## config.mk

```make
export PLATFORM = sky130hd
export DESIGN_NAME = dff_input_debounce
export DESIGN_NICKNAME = d
export VERILOG_FILES = /design/src/rtl/dff_input_debounce.sv
export SDC_FILE = /design/constraint.sdc
export NUM_CORES = 1
export LEC_CHECK = 0
export ABC_CLOCK_PERIOD_IN_PS = 1600
export CAP_MARGIN = 20
export CORE_MARGIN = 1.5
export CORE_UTILIZATION = 35
export CTS_CLUSTER_SIZE = 12
export DETAILED_ROUTE_END_ITERATION = 8
export PLACE_DENSITY = 0.58
export SYNTH_ARGS = -nofsm -noshare
export SYNTH_HDL_FRONTEND = slang
export SYNTH_SLANG_ARGS = --single-unit
```

## constraint.sdc

```tcl
create_clock -name clk -period 1.6 [get_ports clk]
set_input_delay 0.24 -clock clk [delete_from_list [all_inputs] [get_ports clk]]
set_output_delay 0.24 -clock clk [all_outputs]
set_load 0.005 [all_outputs]
```

## src/rtl/dff_input_debounce.sv

```systemverilog
// ============================================================================
// Module      : dff_input_debounce
// Description : Synchroniser and debouncer for an asynchronous level, with
//               one-cycle rise/fall strobes and a saturating glitch counter.
// Revision    : 1.0 - initial release
// ============================================================================
`default_nettype none

module dff_input_debounce #(
  parameter int SYNC_STAGES   = 2,
  parameter int STABLE_CYCLES = 4,
  parameter int GLITCH_W      = 8
) (
  input  logic                clk,
  input  logic                clear,
  input  logic                d_raw,
  output logic                q,
  output logic                qbar,
  output logic                rise,
  output logic                fall,
  output logic                busy,
  output logic [GLITCH_W-1:0] glitch_cnt
);

  localparam int CNT_W = $clog2(STABLE_CYCLES + 1);

  localparam logic [CNT_W-1:0]    c_CNT_ONE    = CNT_W'(1);
  localparam logic [CNT_W-1:0]    c_CNT_LAST   = CNT_W'(STABLE_CYCLES - 1);
  localparam logic [GLITCH_W-1:0] c_GLITCH_MAX = '1;

  typedef enum logic [1:0] {
    ST_LOW      = 2'd0,
    ST_CHK_HIGH = 2'd1,
    ST_HIGH     = 2'd2,
    ST_CHK_LOW  = 2'd3
  } state_t;

  // --------------------------------------------------------------------------
  // Synchroniser
  // --------------------------------------------------------------------------
  logic [SYNC_STAGES-1:0] sync_q;
  logic                   d_sync;

  always_ff @(posedge clk) begin
    if (clear) begin
      sync_q <= '0;
    end else begin
      sync_q <= {sync_q[SYNC_STAGES-2:0], d_raw};
    end
  end

  assign d_sync = sync_q[SYNC_STAGES-1];

  // --------------------------------------------------------------------------
  // Qualification FSM
  // --------------------------------------------------------------------------
  state_t              state_q, state_d;
  logic [CNT_W-1:0]    cnt_q, cnt_d;
  logic                q_q, q_d;
  logic                rise_q, rise_d;
  logic                fall_q, fall_d;
  logic                busy_q, busy_d;
  logic [GLITCH_W-1:0] glitch_q, glitch_d;
  logic                glitch_inc;

  always_comb begin
    state_d    = state_q;
    cnt_d      = cnt_q;
    q_d        = q_q;
    rise_d     = 1'b0;
    fall_d     = 1'b0;
    glitch_inc = 1'b0;

    case (state_q)
      ST_LOW: begin
        q_d = 1'b0;
        if (d_sync) begin
          state_d = ST_CHK_HIGH;
          cnt_d   = c_CNT_ONE;
        end
      end

      ST_CHK_HIGH: begin
        if (!d_sync) begin
          state_d    = ST_LOW;
          cnt_d      = '0;
          glitch_inc = 1'b1;
        end else if (cnt_q == c_CNT_LAST) begin
          state_d = ST_HIGH;
          cnt_d   = '0;
          q_d     = 1'b1;
          rise_d  = 1'b1;
        end else begin
          cnt_d = cnt_q + c_CNT_ONE;
        end
      end

      ST_HIGH: begin
        q_d = 1'b1;
        if (!d_sync) begin
          state_d = ST_CHK_LOW;
          cnt_d   = c_CNT_ONE;
        end
      end

      ST_CHK_LOW: begin
        if (d_sync) begin
          state_d    = ST_HIGH;
          cnt_d      = '0;
          glitch_inc = 1'b1;
        end else if (cnt_q == c_CNT_LAST) begin
          state_d = ST_LOW;
          cnt_d   = '0;
          q_d     = 1'b0;
          fall_d  = 1'b1;
        end else begin
          cnt_d = cnt_q + c_CNT_ONE;
        end
      end

      default: begin
        state_d = ST_LOW;
        cnt_d   = '0;
        q_d     = 1'b0;
      end
    endcase

    // busy is registered, so it follows the state being entered
    busy_d = (state_d == ST_CHK_HIGH) || (state_d == ST_CHK_LOW);

    glitch_d = glitch_q;
    if (glitch_inc && (glitch_q != c_GLITCH_MAX)) begin
      glitch_d = glitch_q + GLITCH_W'(1);
    end
  end

  always_ff @(posedge clk) begin
    if (clear) begin
      state_q  <= ST_LOW;
      cnt_q    <= '0;
      q_q      <= 1'b0;
      rise_q   <= 1'b0;
      fall_q   <= 1'b0;
      busy_q   <= 1'b0;
      glitch_q <= '0;
    end else begin
      state_q  <= state_d;
      cnt_q    <= cnt_d;
      q_q      <= q_d;
      rise_q   <= rise_d;
      fall_q   <= fall_d;
      busy_q   <= busy_d;
      glitch_q <= glitch_d;
    end
  end

  assign q          = q_q;
  assign qbar       = ~q_q;
  assign rise       = rise_q;
  assign fall       = fall_q;
  assign busy       = busy_q;
  assign glitch_cnt = glitch_q;

endmodule

`default_nettype wire

```

After elaboration in Yosys (flattened, before gate mapping):

Cells that the tools add are included.

* register bits after elaboration: 19
* bits of input ports: 3
* output and inout port bits: 13

* add/subtract/negate cells: 2
* eq/ne operators: 13
* multiplexer cells: 22
* bitwise logic cells: 4
* reductions and logical operators: 7

Operator list (count)
* $mux W3: 5
* $mux W2: 6
* $ne A2 B2 Y1 const B: 6
* $pmux W3 S4: 1
* $add A8 B1 Y8 const B: 1
* $ne A8 B8 Y1 const B: 1
* $pmux W2 S4: 1
* $mux W1: 7
* $eq A2 B2 Y1 const B: 3
* $reduce_or A3 Y1: 2
* $eq A2 B1 Y1 const B: 2
* $not A1 Y1: 4
* $pmux W1 S4: 1
* $reduce_and A4 Y1: 1
* $add A3 B1 Y3 const B: 1
* $eq A3 B2 Y1 const B: 1
* $logic_not A2 Y1: 1
* $pmux W1 S2: 1
* $reduce_and A2 Y1: 1
* $logic_and A1 B1 Y1: 1
* $logic_or A1 B1 Y1: 1

Depth between registers and ports, before layout:

Gate-level depths: netlist of run 1.

* depth in word-level cells: 6
* mapped depth: 6

Worst setup path after synthesis of run 1:

OpenSTA, ideal clock, no wires.

* path type: register to register
* from: reg state_q[1]
* to: reg glitch_q[7] (netlist: glitch_cnt[7])
* library setup time: 0.121 ns
* data arrival time: 1.442 ns
* required time: 1.479 ns
* setup slack: 0.037 ns
* stages on the path, launching flop included: 7
* buffers on the path: 0
* clock period less this slack: 1.563 ns
* cell sequence: dfxtp_1 > inv_1 > ha_1 > mux2_4 > o211ai_4 > nor3_2 > mux2_4

* longest elaborated chain between the ends: 3

RTL lines
* start: declaration: line 57 `state_t state_q, state_d;`
* start signal: assignment: line 147 `state_q <= state_d;`
* $eq A2 B2 Y1 / $eq A2 B1 Y1 (equally long branches): line 74 `case (state_q)`
* $pmux W1 S2 *: line 74
* $logic_and A1 B1 Y1 *: line 132 `if (glitch_inc && (glitch_q != c_GLITCH_MAX)) begin`
* end signal: assignment: line 153 `glitch_q <= glitch_d;`
* end: declaration: line 63 `logic [GLITCH_W-1:0] glitch_q, glitch_d;`

Mark *: on every way between the ends. The rest lies on a longest branch, timed or not.
A chain may end at the register's enable or synchronous reset.

Worst setup path in the final report of run 1:

* from: reg glitch_q[6] (netlist: glitch_cnt[6])
* to: out glitch_cnt[6]

RTL lines
* end: declaration: line 22 `output logic [GLITCH_W-1:0] glitch_cnt`

No word-level cell between the ends.

==> flow_summary.json, run 1 <==
{
  "place_inst": 154,
  "drive_gt1_share_pct": 17.3,
  "syn_area_per_cell_um2": 9.55,
  "p_total_mw": 1.33,
  "die-area_um2": 3220,
  "core.rowCount": 19,
  "fin_area_um2": 1250,
  "async_flop_share_pct": 0,
  "rsz0062_at_grt": "true",
  "slowest_stage": "clkdlybuf4s50_1",
  "cap_viol_max_count": 0,
  "ys_warn_count": 0,
  "core_area_um2": 2760,
  "drtIter0Drc": 17,
  "vdd_drop_max_uv": 532,
  "critPathArrivalTime_ps": 1290,
  "leakagePower_nw": 0.489,
  "syn-num-nets": 116,
  "grt_pass1_vias": 732,
  "grt_pass1_wl_um": 3220,
  "report.final.slew_viol_count": 0,
  "num_vias": 790,
  "critPathRequiredTime_ps": 1360,
  "slew_headroom_pct": 77.8,
  "synth_compound_area_share_pct": 15.1,
  "gp_congestion": 0.721,
  "die_height_um": 56.8,
  "start_kind": "flip-flop",
  "max_freq_mhz": 652,
  "worst_slew_pin_slew_ps": 332,
  "hp-class": "reg -> reg",
  "clock-sinks": 19,
  "die_x_um": 56.8,
  "nets": 138,
  "syn_inst": 106,
  "setup_violations": 0,
  "portBuffers": 15,
  "synthAdderAreaFrac_pct": 8.65,
  "power-per-cell-area_nw_per_um2": 1060,
  "antenna_found_initial": 0,
  "clkTransAtPathRegs_ps": 110,
  "yosys.area_share.simple_pct": 22.4,
  "cts_tree": "yes",
  "h-tree-depth": 1,
  "cts_root_buffer": "clkbuf_4",
  "cts_setup_buffers": 0,
  "synth_xor_area_share_pct": 5.19,
  "drt_wl_total_um": 1890,
  "cp_top_family": "buffers and inverters",
  "skew_ps": 4.27,
  "hpwl_um": 1370,
  "initial_core_util_pct": 36.7,
  "synth_ff_type": "dfxtp_1",
  "max_stage_delay_ps": 540,
  "grt_max_degree": 19,
  "n_antenna_cell": 0,
  "final_antenna_net_count": 0,
  "worstSetupEndpointType": "primary output",
  "route.detailed.drc": 0,
  "postCtsHoldBufs": 0,
  "synthMostInstantiatedCell": "dfxtp_1",
  "synth.area.top_cells": "dfxtp_1 38%, ha_1 8.7%, nor2_1 4.8%",
  "cts-resized-gates": 0,
  "crit_chain": "clkdlybuf4s50_1",
  "overflow": 0,
  "vias_per_cell": 5.00,
  "synth_area_leader_cell": "dfxtp_1",
  "hold_violations": 0,
  "wl_per_cell_um": 12.0,
  "synth_common_cells": "19 x dfxtp_1, 13 x nor2_1, 7 x ha_1",
  "min_period_over_period_pct": 95.9,
  "place_area_um2": 1210,
  "worstPathMaxFanout": 4,
  "yosysUniqueCellTypes": 38,
  "first_pass_iters": 4,
  "synth_edf_count": 0,
  "clk_latency_ps": 300,
  "ys_ff_latch": 19,
  "synth_top_area_share_pct": 37.6,
  "cts_buffers": 3,
  "crit_type": "reg -> out",
  "grt_use_total_pct": 12.7,
  "min_period_ps": 1530,
  "cts.path.max_buffers": 2,
  "ios": 16,
  "cp.buffers_inverters": 1,
  "fin_cells": 158,
  "synth.area.mux_share_pct": 5.93,
  "netlist_area_um2": 1010,
  "area_growth_pct": 23.2,
  "outcome": "finished clean",
  "yosysSeqAreaShare_pct": 37.6,
  "synth_top_family_by_area": "simple AND/OR/NAND/NOR gates"
}
layout by cell type (no fill, tap or decap), drive strengths merged:
cell type,n
a211oi,1
a21boi,1
a21oi,4
a22oi,1
a2bb2oi,1
a311oi,2
and2,1
and2b,1
and3,2
and3b,1
and4b,1
buf,6
clkbuf,4
clkdlybuf4s50,15
dfxtp,19
ha,7
inv,5
mux2,2
mux2i,3
nand2,6
nand2b,2
nand3,3
nand4,1
nor2,13
nor2b,3
nor3,5
nor4,1
o2111ai,1
o211ai,2
o21ai,5
o221a,1
o22ai,1
xnor2,1
xor2,5
cells by family (layout without fill, tap and decap cells):
kind of cell | Yosys count | count (layout)
and+or+nand+nor | 40 | 40
muxes | 5 | 5
DFF | 19 | 19
adders and majority gates | 7 | 7
xor gates and xnor gates | 6 | 6
AOI/OAI and AO/OA | 20 | 20
buffers and inverters | 9 | 30
sequential cells by signal, summed over array words and instances (netlist names):
register,count
cnt_q,3
sync_q,2
state_q,2
q,1
fall,1
glitch_cnt,8
busy,1
rise,1
final timing paths:
| kind | cells after the start | slack [ps] | end | from |
|---|---|---|---|---|
| max | 1 | 70 | glitch_cnt[6] | glitch_cnt[6]$_SDFFE_PP0P_ |
| min | 1 | 450 | sync_q[1]$_SDFF_PP0_ | sync_q[0]$_SDFF_PP0_ |
| max reg2reg | 6 | 80 | glitch_cnt[7]$_SDFFE_PP0P_ | state_q[1]$_SDFF_PP0_ |
| min reg2reg | 1 | 450 | sync_q[1]$_SDFF_PP0_ | sync_q[0]$_SDFF_PP0_ |
through the flow:
step                hold slack [ps]  TNS (ps)  utilization [%]  setup WS, ps
CTS                             456         0             44.9          11.2
global placement                422         0             44.0          79.1
detailed placement              428         0             44.0          36.3
floorplan                       368         0                -          37.1
global route                    465     -41.1             45.2         -34.5
finish                          452         0             45.2          65.7
where the power goes:
group          switching [mW]  internal [mW]  leakage [nW]
registers              0.0490          0.534         0.156
clock network           0.152         0.0970        0.0150
logic                   0.233          0.262         0.318
total                   0.434          0.894         0.489
per-layer routing:
metal,routed length (um),global-route usage [%],up-vias
li1,-,-,415
met5,0,0,-
met2,832,18.9,7
met4,18,6.98,0
met1,987,17.2,366
met3,52,2.07,2
final cells by class:
class | instances | area (um^2)
clock buffers | 4 | 26.3
fillers | 285 | 1510
inverters | 5 | 18.8
multi-input cells | 78 | 584
flip-flops and latches | 19 | 384
well taps | 31 | 38.8
repair buffers | 21 | 195
Note: power is estimated with default switching activity, not from simulation.
==> run 2: changes to the inputs <==
CTS_CLUSTER_DIAMETER = 100   (was not set)
REMOVE_ABC_BUFFERS = 1   (was not set)
==> run 2 against run 1 <==
Register-to-register slack barely moved. Combinational power fell by 2%. Sequential share of layout area fell by 0.18 points. First-iteration DRC count fell by 65%. Total power fell by 0.71%. Final cell count rose by 0.63%. Clock-buffer cell count did not move. Die area did not move. Fmax barely moved. Global-route usage rose by 0.48 points. Utilization rose by 0.27 points. Setup slack improved by 0.57 ps. Critical endpoint is now glitch_cnt[3]. Highest routed layer unchanged.
==> flow_summary.json, run 2 (synthesis gave the netlist of run 1 again) <==
{
  "cts.path.max_buffers": 2,
  "ios": 16,
  "core_area_um2": 2760,
  "nets": 139,
  "cts_buffers": 3,
  "reg2reg_slack_ps": 70,
  "power-per-cell-area_nw_per_um2": 1050,
  "route.detailed.drc": 0,
  "crit_type": "reg -> out",
  "worstSetupEndpointType": "primary output",
  "core.rowCount": 19,
  "drtIter0Drc": 6,
  "die_height_um": 56.8,
  "report.final.slew_viol_count": 0,
  "start_kind": "flip-flop",
  "critPathRequiredTime_ps": 1360,
  "initial_core_util_pct": 36.7,
  "whs_ps": 455,
  "layout_common_cells": "16 x dfxtp_1, 15 x clkdlybuf4s50_1, 13 x nor2_1, 7 x ha_1, 7 x buf_4",
  "drt_wl_total_um": 1940,
  "timing.rr.end": "glitch_cnt[7]$_SDFFE_PP0P_",
  "vias_per_cell": 5.20,
  "grt_pass1_vias": 775,
  "overflow": 0,
  "cp_top_family": "buffers and inverters",
  "num_vias": 827,
  "largest_reg_flops": 8,
  "worstHoldStart": "sync_q[0]$_SDFF_PP0_",
  "slew_headroom_pct": 79.8,
  "crit_chain": "clkdlybuf4s50_1",
  "worst_slew_pin_slew_ps": 302,
  "clk_latency_ps": 300,
  "first_pass_iters": 4,
  "grt_use_total_pct": 13.1,
  "slowest_stage": "clkdlybuf4s50_1",
  "portBuffers": 15,
  "rr_worst_depth": 6,
  "h-tree-depth": 1,
  "rsz0062_at_grt": "true",
  "worstPathMaxFanout": 6,
  "die-area_um2": 3220,
  "n_antenna_cell": 0,
  "outcome": "finished clean",
  "hp-class": "reg -> reg",
  "vdd_drop_max_uv": 558,
  "cts_root_buffer": "clkbuf_4",
  "drive_gt1_share_pct": 18.0,
  "clkTransAtPathRegs_ps": 110,
  "grt_max_degree": 12,
  "min_to": "sync_q[1]$_SDFF_PP0_",
  "min_period_ps": 1530,
  "critPathArrivalTime_ps": 1290,
  "wl_per_cell_um": 12.2,
  "cts_tree": "yes",
  "postCtsHoldBufs": 0,
  "fin_area_um2": 1250,
  "max_stage_delay_ps": 540,
  "cp.buffers_inverters": 1,
  "final_common_cell": "dfxtp_1",
  "rr_startpoint": "state_q[1]$_SDFF_PP0_",
  "clock-sinks": 19,
  "hold_violations": 0,
  "min_period_over_period_pct": 95.9,
  "area_growth_pct": 24.0,
  "p_total_mw": 1.32,
  "setup_violations": 0,
  "min_path_cells": 1,
  "antenna_found_initial": 0,
  "gp_congestion": 0.795,
  "leakagePower_nw": 0.494,
  "final_antenna_net_count": 0,
  "max_freq_mhz": 652,
  "skew_ps": 1.10,
  "place_area_um2": 1220,
  "die_x_um": 56.8,
  "grt_pass1_wl_um": 3290,
  "hpwl_um": 1470,
  "cp.depth": 1,
  "cap_viol_max_count": 0
}
==> run 2: cell count changes in the layout (fill, tap and decap cells not counted), sizes merged <==
| cell | change |
|---|---|
| buf | +1 |
==> run 2: worst reg2reg max path, delay by kind of cell (launching register included) <==
kind | cells | cell delay, ps
muxes | 2 | 600
DFF | 1 | 380
adders and majority gates | 1 | 190
AOI/OAI and AO/OA | 1 | 100
buffers and inverters | 1 | 80
and+or+nand+nor | 1 | 70
==> run 2: where the power goes <==
part / leakage, nW / internal (mW) / switching (mW)
sequential: 0.156 / 0.534 / 0.0488
clock: 0.0150 / 0.0973 / 0.150
combinational: 0.323 / 0.254 / 0.234
==> run 2: per-layer routing <==
metal	GRT usage, %	up-vias	share of wire, %
li1	-	414	-
met1	14.7	394	44
met2	21.9	17	50
met3	5.07	2	4.8
met4	5.98	0	0.72
met5	0	-	0
==> run 2: worst max path at each step <==
stage                          startpoint                    endpoint
4_1_cts        glitch_cnt[4]$_SDFFE_PP0P_               glitch_cnt[4]
6_report       glitch_cnt[3]$_SDFFE_PP0P_               glitch_cnt[3]
2_1_floorplan       state_q[1]$_SDFF_PP0_  glitch_cnt[7]$_SDFFE_PP0P_
5_1_grt             state_q[1]$_SDFF_PP0_       state_q[0]$_SDFF_PP0_
3_3_place_gp        state_q[1]$_SDFF_PP0_  glitch_cnt[7]$_SDFFE_PP0P_
3_5_place_dp        state_q[1]$_SDFF_PP0_  glitch_cnt[7]$_SDFFE_PP0P_
==> run 2: what timing repair did <==
item / 4_1_cts / 5_1_grt
buffers inserted: 0 / 0
endpoints found under the setup margin: 0 / 9
resized for setup: 0 / 4
==> run 2: area by class of cell <==
cell class / count / area [um^2]
inverters: 5 / 18.8
flip-flops and latches: 19 / 384
multi-input cells: 78 / 584
fillers: 271 / 1500
clock buffers: 4 / 26.3
repair buffers: 22 / 203
well taps: 31 / 38.8
==> run 2: through the flow <==
stage,util (%),worst slack (ps),instances,TNS (ps)
after floorplan,-,37.1,102,0
after global placement,44.2,75.4,155,0
after detailed placement,44.2,37.5,155,0
after CTS,45.2,15.4,159,0
after global routing,45.5,-9.67,159,-27.6
final,45.5,66.3,159,0
